--- config.mk ---
export PLATFORM = sky130hd
export DESIGN_NAME = logic_gate_pipe
export DESIGN_NICKNAME = d
export VERILOG_FILES = /design/src/rtl/logic_gate_pipe.sv
export SDC_FILE = /design/constraint.sdc
export NUM_CORES = 1
export LEC_CHECK = 0
export BUFFER_PORTS_ARGS = -buffer_cell sky130_fd_sc_hd__buf_2
export CAP_MARGIN = 10
export CORE_MARGIN = 2
export CORE_UTILIZATION = 50
export CTS_CLUSTER_DIAMETER = 30
export CTS_CLUSTER_SIZE = 8
export DETAILED_ROUTE_END_ITERATION = 10
export MAX_ROUTING_LAYER = met4
export PLACE_DENSITY = 0.87
export SLEW_MARGIN = 20
export SYNTH_ARGS = -nofsm -noshare
export SYNTH_HDL_FRONTEND = slang
export SYNTH_SLANG_ARGS = --single-unit
--- constraint.sdc ---
create_clock -name clk -period 3.2 [get_ports clk]
set_input_delay 0.32 -clock clk [delete_from_list [all_inputs] [get_ports clk]]
set_output_delay 0.32 -clock clk [all_outputs]
set_load 0.01 [all_outputs]
--- src/rtl/logic_gate_pipe.sv ---
// Selectable bitwise gate stage behind a valid/ready handshake with a one-entry
// registered output, optionally folding a multi-beat operand chain through an accumulator.
//
// state | meaning
// IDLE  | no chain open; a beat emits a result or opens a chain
// CHAIN | acc holds a partial fold; beats combine in_a with acc until in_last
module logic_gate_pipe #(
    parameter int WIDTH = 8,
    parameter int CNT_W = 8
) (
    input  logic             clk,
    input  logic             rst_n,
    input  logic             in_valid,
    output logic             in_ready,
    input  logic [WIDTH-1:0] in_a,
    input  logic [WIDTH-1:0] in_b,
    input  logic [2:0]       in_op,
    input  logic             in_acc,
    input  logic             in_last,
    output logic             out_valid,
    input  logic             out_ready,
    output logic [WIDTH-1:0] out_result,
    output logic [2:0]       out_op,
    output logic [CNT_W-1:0] out_count,
    output logic             out_zero,
    output logic             out_ones,
    output logic             out_parity
);

    typedef enum logic {
        IDLE  = 1'b0,
        CHAIN = 1'b1
    } state_t;

    localparam logic [2:0] OP_NOT_A  = 3'd0;
    localparam logic [2:0] OP_OR     = 3'd1;
    localparam logic [2:0] OP_AND    = 3'd2;
    localparam logic [2:0] OP_NOR    = 3'd3;
    localparam logic [2:0] OP_NAND   = 3'd4;
    localparam logic [2:0] OP_XOR    = 3'd5;
    localparam logic [2:0] OP_XNOR   = 3'd6;

    state_t           state;
    logic [WIDTH-1:0] acc;
    logic [CNT_W-1:0] cnt;

    logic             accept;
    logic             load_out;
    logic [WIDTH-1:0] operand_b;
    logic [WIDTH-1:0] gate_val;
    logic [CNT_W-1:0] cnt_next;

    function automatic logic [WIDTH-1:0] gate_fn(input logic [2:0] op,
                                                 input logic [WIDTH-1:0] a,
                                                 input logic [WIDTH-1:0] b);
        logic [WIDTH-1:0] r;
        case (op)
            OP_NOT_A: r = ~a;
            OP_OR:    r = a | b;
            OP_AND:   r = a & b;
            OP_NOR:   r = ~(a | b);
            OP_NAND:  r = ~(a & b);
            OP_XOR:   r = a ^ b;
            OP_XNOR:  r = ~(a ^ b);
            default:  r = a;
        endcase
        return r;
    endfunction

    assign in_ready = ~out_valid | out_ready;
    assign accept   = in_valid & in_ready;

    always_comb begin
        operand_b = in_b;
        cnt_next  = CNT_W'(1);
        load_out  = 1'b0;
        if (state == CHAIN) begin
            // Chain beats fold onto the accumulator; in_b is only the seed.
            operand_b = acc;
            cnt_next  = (cnt == {CNT_W{1'b1}}) ? cnt : cnt + CNT_W'(1);
            load_out  = accept & in_last;
        end else begin
            load_out  = accept & (~in_acc | in_last);
        end
        gate_val = gate_fn(in_op, in_a, operand_b);
    end

    always_ff @(posedge clk or negedge rst_n) begin
        if (!rst_n) begin
            state      <= IDLE;
            acc        <= '0;
            cnt        <= '0;
            out_valid  <= 1'b0;
            out_result <= '0;
            out_op     <= 3'd0;
            out_count  <= '0;
            out_zero   <= 1'b0;
            out_ones   <= 1'b0;
            out_parity <= 1'b0;
        end else begin
            if (load_out) begin
                state      <= IDLE;
                out_valid  <= 1'b1;
                out_result <= gate_val;
                out_op     <= in_op;
                out_count  <= cnt_next;
                out_zero   <= ~|gate_val;
                out_ones   <= &gate_val;
                out_parity <= ^gate_val;
            end else begin
                if (accept) begin
                    state <= CHAIN;
                    acc   <= gate_val;
                    cnt   <= cnt_next;
                end
                if (out_ready) begin
                    out_valid <= 1'b0;
                end
            end
        end
    end

endmodule

==> results of run 1 <==
state kept, by name (all words and copies together) (netlist names), 3 cells and up:
signal      count
acc             8
cnt             8
out_count       8
out_result      8
out_op          3
cell families (layout without fill, tap and decap cells):
| kind of cell | Yosys count | count (layout) | synth area share (%) |
|---|---|---|---|
| DFF | 40 | 40 | 35.3 |
| and+or+nand+nor | 93 | 93 | 15.5 |
| adders and majority gates | 22 | 22 | 9.72 |
| xor gates and xnor gates | 9 | 9 | 2.78 |
| muxes | 36 | 36 | 14.7 |
| AOI/OAI and AO/OA | 65 | 65 | 14.5 |
| buffers and inverters | 44 | 88 | 7.46 |
final cells by class:
class | instances | area (µm²) | share of cell area (%)
Clock inverter | 2 | 38.8 | 1.20
Multi-Input combinational cell | 225 | 1620 | 50.3
Sequential cell | 40 | 1000 | 31.1
Timing Repair Buffer | 56 | 300 | 9.31
Tap cell | 72 | 90.1 | 2.79
Inverter | 24 | 90.1 | 2.79
Clock buffer | 6 | 82.6 | 2.56
timing repair:
action / 4_1_cts / 5_1_grt
gates resized for setup: 0 / 1
setup buffers: 0 / 2
endpoints found under the setup margin: 0 / 1
worst max path at each step:
stage               startpoint    endpoint  slack (ns)  depth (start not counted)
finish                   state  out_parity        0.24                         13
global route             state  out_parity       0.004                         12
CTS                      state  out_parity        0.09                         14
detailed placement       state  out_parity        0.12                         11
global placement         state  out_parity        0.21                         12
floorplan                state  out_parity        0.14                         14
per-layer routing:
layer | track usage, % | vias up | share of wire, %
li1 | - | 1154 | -
met1 | 28.6 | 1162 | 45
met2 | 36.4 | 72 | 49
met3 | 3.30 | 13 | 4.3
met4 | 8.97 | 0 | 2.1
met5 | - | - | 0
power by group through the flow:
stage                     combinational [W]  sequential [W]  clock, W
final                              0.000846        0.000780  0.000442
after global routing               0.000951        0.000802  0.000470
after CTS                          0.000844        0.000779  0.000446
after detailed placement           0.000836        0.000789         0
after global placement             0.000799        0.000782         0
after floorplan                    0.000582        0.000793         0
placed cells by master, fill, tap and decap left out, types with 4 or more instances in the layout:
master / count
a21oi_1: 15
and3_1: 4
buf_2: 48
buf_4: 8
clkbuf_8: 6
dfrtp_1: 39
ha_1: 22
inv_1: 23
mux2_2: 14
mux2i_1: 19
nand2_1: 46
nand3_1: 8
nor2_1: 16
o21ai_0: 21
o21ai_1: 4
xnor2_1: 6
metrics by stage:
| stage | util (%) | power, W |
|---|---|---|
| 5_1_grt | 58.9 | 0.00222 |
| 6_report | 58.9 | 0.00207 |
| 3_5_place_dp | 56.4 | 0.00162 |
| 4_1_cts | 58.6 | 0.00207 |
| 3_3_place_gp | 56.4 | 0.00158 |
| 2_1_floorplan | - | 0.00137 |
==> flow_metrics.py, run 1 <==
metrics = {
    "clock_tree": {
        "cts_hold_buf": 0,
        "cts_buffer_depth": 2,
        "clk_latency_ns": 0.30,
        "clk_pin_slew_ns": 0.08,
        "clockRootBuffer": "clkbuf_8",
        "cts_tree": "yes",
        "htree_levels": 2,
        "clkSinkCount": 40,
        "cts_buffers": 5,
    },
    "pwr": {
        "p_int_w": 0.00131,
        "clkPwrFrac_pct": 21.4,
        "power.switching_w": 0.000756,
        "p_comb_share_pct": 40.9,
        "p_leak_nw": 1.63,
        "power.density_nw_per_um2": 641,
        "p_seq_share_pct": 37.7,
        "switching_share_pct": 36.5,
        "irDropWorstVdd_v": 0.000283,
    },
    "sta": {
        "setup_violations": 0,
        "report.final.hold_viol_count": 0,
        "fmax_mhz": 338,
        "period_needed_ns": 2.96,
        "clock_skew_ns": 0.00507,
        "min_period_over_period_pct": 92.3,
        "setup_tns_ns": 0,
        "holdWs_ns": 0.131,
        "max-slew-margin-rel_pct": 41.0,
        "rsz0062_at_grt": "false",
        "drv_slew": 0,
        "layout_setup_ws_ns": 0.245,
        "worst_pin_slew_ns": 0.886,
    },
    "floorplanning": {
        "initial_core_util_pct": 51.8,
        "ios": 49,
        "fp-row-count": 27,
        "die_area_um2": 6280,
        "dieWidth_um": 79.3,
        "die-height_um": 79.3,
        "coreArea_um2": 5470,
    },
    "setup_path": {
        "cp_cell_sequence": "mux2i_1, ha_1, mux2i_1, a311oi_1, a211oi_1, a31oi_2, a21oi_2, ha_1, xor2_1, xnor2_1, xnor2_1, xnor2_1, o21ai_1",
        "slowest_delay_ns": 0.48,
        "crit_path_max_fanout": 8,
        "r2r_cells": 13,
        "crit_top_cell": "xnor2_1",
        "rrSetupSlack_ns": 0.24,
        "path_buf_inv": 0,
        "cpLargestDelayFamily": "compound AO/OA/AOI/OAI gates",
        "reg2reg_from": "state",
        "crit_path_end_kind": "flip-flop",
        "critPathKind": "reg2reg",
        "required_ns": 3.39,
        "arrival_ns": 3.14,
        "critPathSlowestCell": "dfrtp_2",
        "critPathLaunchType": "flip-flop",
        "r2r-end": "out_parity",
    },
    "route": {
        "vias_per_cell": 5.65,
        "vias": 2401,
        "drt_iter0_markers": 191,
        "routedWlPerCell_um": 15.2,
        "antenna_left": 0,
        "drc": 0,
        "dr.pass1.iters": 4,
        "routed_wl_mm": 6.47,
    },
    "global_routing": {
        "grt_max_degree": 41,
        "grt_usage_pct": 22.5,
        "grt_pass1_vias": 2291,
        "grt-ovfl-total": 0,
        "grt_first_pass_wirelength_mm": 10.9,
        "antenna_found_initial": 0,
    },
    "yosys": {
        "synthFlopType": "dfrtp_1",
        "synth_top_area_share_pct": 35.3,
        "seq_area_frac_synth_pct": 35.3,
        "yosys-top-cells-count": "nand2_1, dfrtp_1, inv_1, ha_1, o21ai_0",
        "ys_seq_elements": 40,
        "yosys_warnings": 0,
        "synth_nets": 356,
        "netlist_area_um2": 2830,
        "synth_cells": 309,
        "async_reset_ff_share_pct": 100,
        "synth_area_leaders": "dfrtp_1, ha_1, mux2i_1",
        "synth.distinct_cells": 52,
        "synth_area_per_cell_um2": 9.17,
        "synth-edff-count": 0,
        "yosysTopAreaCell": "dfrtp_1",
        "yosysMostFrequentCell": "nand2_1",
    },
    "finish": {
        "layout.cells.non_filler": 425,
        "fillCellCount": 462,
        "drive_above_1_share_pct": 25.8,
        "antenna_cells": 0,
        "area_delta_synth_final_pct": 13.8,
        "nNetsFinal": 399,
        "post-route-cell-area_um2": 3220,
    },
    "placement": {
        "place_area_um2": 3090,
        "dp_slack_ns": 0.119,
        "place_inst": 415,
        "hpwl_mm": 4.63,
        "gp_congestion": 0.820,
        "io_buffers": 48,
    },
    "worst_hold_path": {
        "hold_class": "in2async",
    },
    "status": {
        "status": "finished, final reports clean",
    },
    "run": {
        "maxCapViolCount": 0,
    },
}
No activity file was read; power rests on OpenSTA's default activity.
==> run 2: changes to the inputs <==
--- a/config.mk
+++ b/config.mk
@@ -8,12 +8,12 @@
 export BUFFER_PORTS_ARGS = -buffer_cell sky130_fd_sc_hd__buf_2
 export CAP_MARGIN = 10
 export CORE_MARGIN = 2
-export CORE_UTILIZATION = 50
+export CORE_UTILIZATION = 51
 export CTS_CLUSTER_DIAMETER = 30
 export CTS_CLUSTER_SIZE = 8
 export DETAILED_ROUTE_END_ITERATION = 10
 export MAX_ROUTING_LAYER = met4
-export PLACE_DENSITY = 0.87
+export PLACE_DENSITY = 0.89
 export SLEW_MARGIN = 20
 export SYNTH_ARGS = -nofsm -noshare
 export SYNTH_HDL_FRONTEND = slang
==> run 2 against run 1 <==
Utilization is 0.53 points higher. Sequential share of layout area is 0.084 points lower. Sequential cell count stayed put. Register-to-register slack worse by 0.07 ns. Setup slack worse by 0.073 ns. Hold slack better by 0.011 ns. Final area is 0.27% higher. Routed wire length is 0.40% higher. Highest routed layer unchanged.
==> flow_metrics.py, run 2 (synthesized netlist as in run 1, its figures left out) <==
metrics = {
    "route": {
        "routedWlPerCell_um": 15.4,
        "routed_wl_mm": 6.49,
        "dr.pass1.iters": 4,
        "antenna_left": 0,
        "vias_per_cell": 5.74,
        "vias": 2422,
        "drt_iter0_markers": 230,
        "drc": 0,
    },
    "run": {
        "maxCapViolCount": 0,
    },
    "clock_tree": {
        "clk_pin_slew_ns": 0.08,
        "clockRootBuffer": "clkbuf_8",
        "clk_latency_ns": 0.29,
        "cts_buffers": 5,
        "htree_levels": 2,
        "cts_tree": "yes",
        "cts_buffer_depth": 2,
        "cts_hold_buf": 0,
        "clkSinkCount": 40,
    },
    "setup_path": {
        "rrSetupSlack_ns": 0.17,
        "critPathLaunchType": "flip-flop",
        "slowest_delay_ns": 0.44,
        "critPathKind": "reg2reg",
        "path_buf_inv": 3,
        "r2r-end": "out_parity",
        "crit_start": "state",
        "required_ns": 3.36,
        "r2r_cells": 15,
        "crit_path_end_kind": "flip-flop",
        "arrival_ns": 3.19,
        "crit_top_cell": "xnor2_1",
        "crit_path_max_fanout": 5,
        "cpLargestDelayFamily": "compound AO/OA/AOI/OAI gates",
        "critPathSlowestCell": "dfrtp_2",
        "reg2reg_from": "state",
        "cp_cell_sequence": "buf_4, mux2i_2, inv_1, ha_1, and3b_1, a21oi_1, o22ai_2, o32ai_2, a21oi_2, inv_1, ha_1, xnor2_1, xnor2_1, xnor2_1, o21ai_1",
    },
    "global_routing": {
        "grt_max_degree": 41,
        "antenna_found_initial": 0,
        "grt_first_pass_wirelength_mm": 10.4,
        "grt_pass1_vias": 2260,
        "grt-ovfl-total": 0,
        "grt_usage_pct": 21.8,
    },
    "finish": {
        "layout_commonest_cell": "buf_2",
        "area_delta_synth_final_pct": 14.1,
        "drive_above_1_share_pct": 26.6,
        "final_cell_mix": "buf_2, nand2_1, dfrtp_1",
        "antenna_cells": 0,
        "fin_util_pct": 59.4,
        "nNetsFinal": 396,
        "layout.cells.non_filler": 422,
    },
    "worst_hold_path": {
        "hold_class": "in2async",
    },
    "sta": {
        "setup_violations": 0,
        "drv_slew": 0,
        "report.final.hold_viol_count": 0,
        "clock_skew_ns": 0.0100,
        "max-slew-margin-rel_pct": 42.4,
        "holdWs_ns": 0.143,
        "min_period_over_period_pct": 94.6,
        "fmax_mhz": 330,
        "period_needed_ns": 3.03,
        "worst_pin_slew_ns": 0.864,
    },
    "placement": {
        "hpwl_mm": 4.66,
        "io_buffers": 48,
        "place_inst": 414,
        "gp_congestion": 0.836,
    },
    "floorplanning": {
        "fp-row-count": 27,
        "die-height_um": 78.5,
        "coreArea_um2": 5440,
        "ios": 49,
        "initial_core_util_pct": 52.1,
        "die_area_um2": 6170,
        "dieWidth_um": 78.5,
    },
    "status": {
        "status": "finished, final reports clean",
    },
    "pwr": {
        "p_leak_nw": 1.62,
        "power.density_nw_per_um2": 652,
        "irDropWorstVdd_v": 0.000394,
        "power_w": 0.00211,
    },
}
==> run 2: report_power, final <==
part	leakage, nW	switching [W]	total (W)	internal, W
sequential	0.489	0.000124	0.000786	0.000662
clock	0.0645	0.000171	0.000446	0.000275
combinational	1.06	0.000477	0.000876	0.000399
total	1.62	0.000772	0.00211	0.00134
==> run 2: layout make-up <==
class / count / area [µm²]
clock buffer: 7 / 96.3
clock inverter: 1 / 30.0
fill: 454 / 2210
inverter: 24 / 90.1
multi-input combinational: 225 / 1650
sequential: 40 / 1000
tap: 72 / 90.1
timing repair buffer: 53 / 278
==> run 2: how the worst max path moves through the flow <==
| stage | slack (ns) | depth (start not counted) | endpoint |
|---|---|---|---|
| after floorplan | 0.14 | 14 | out_parity |
| after global placement | 0.33 | 12 | out_parity |
| after detailed placement | 0.14 | 13 | out_parity |
| after CTS | 0.10 | 13 | out_parity |
| after global routing | -0.06 | 15 | out_parity |
| final | 0.17 | 15 | out_parity |
==> run 2: per-stage QoR <==
stage,TNS (ns),setup slack (ns),cell area (µm²)
finish,0,0.172,3230
global route,-0.0638,-0.0638,3230
CTS,0,0.101,3210
detailed placement,0,0.143,3080
global placement,0,0.328,3080
floorplan,0,0.143,2830
==> run 2: timing repair <==
action                     in CTS  in global routing
resized for setup               0                  6
setup endpoints to repair       0                  1
buffers inserted                0                  0
==> run 2: routing by layer <==
layer,track usage (%),routed length (µm),part of all wire [%]
met1,27.0,2830,44
met2,37.1,3170,49
met3,2.99,348,5.4
met4,6.49,138,2.1
met5,-,0,0
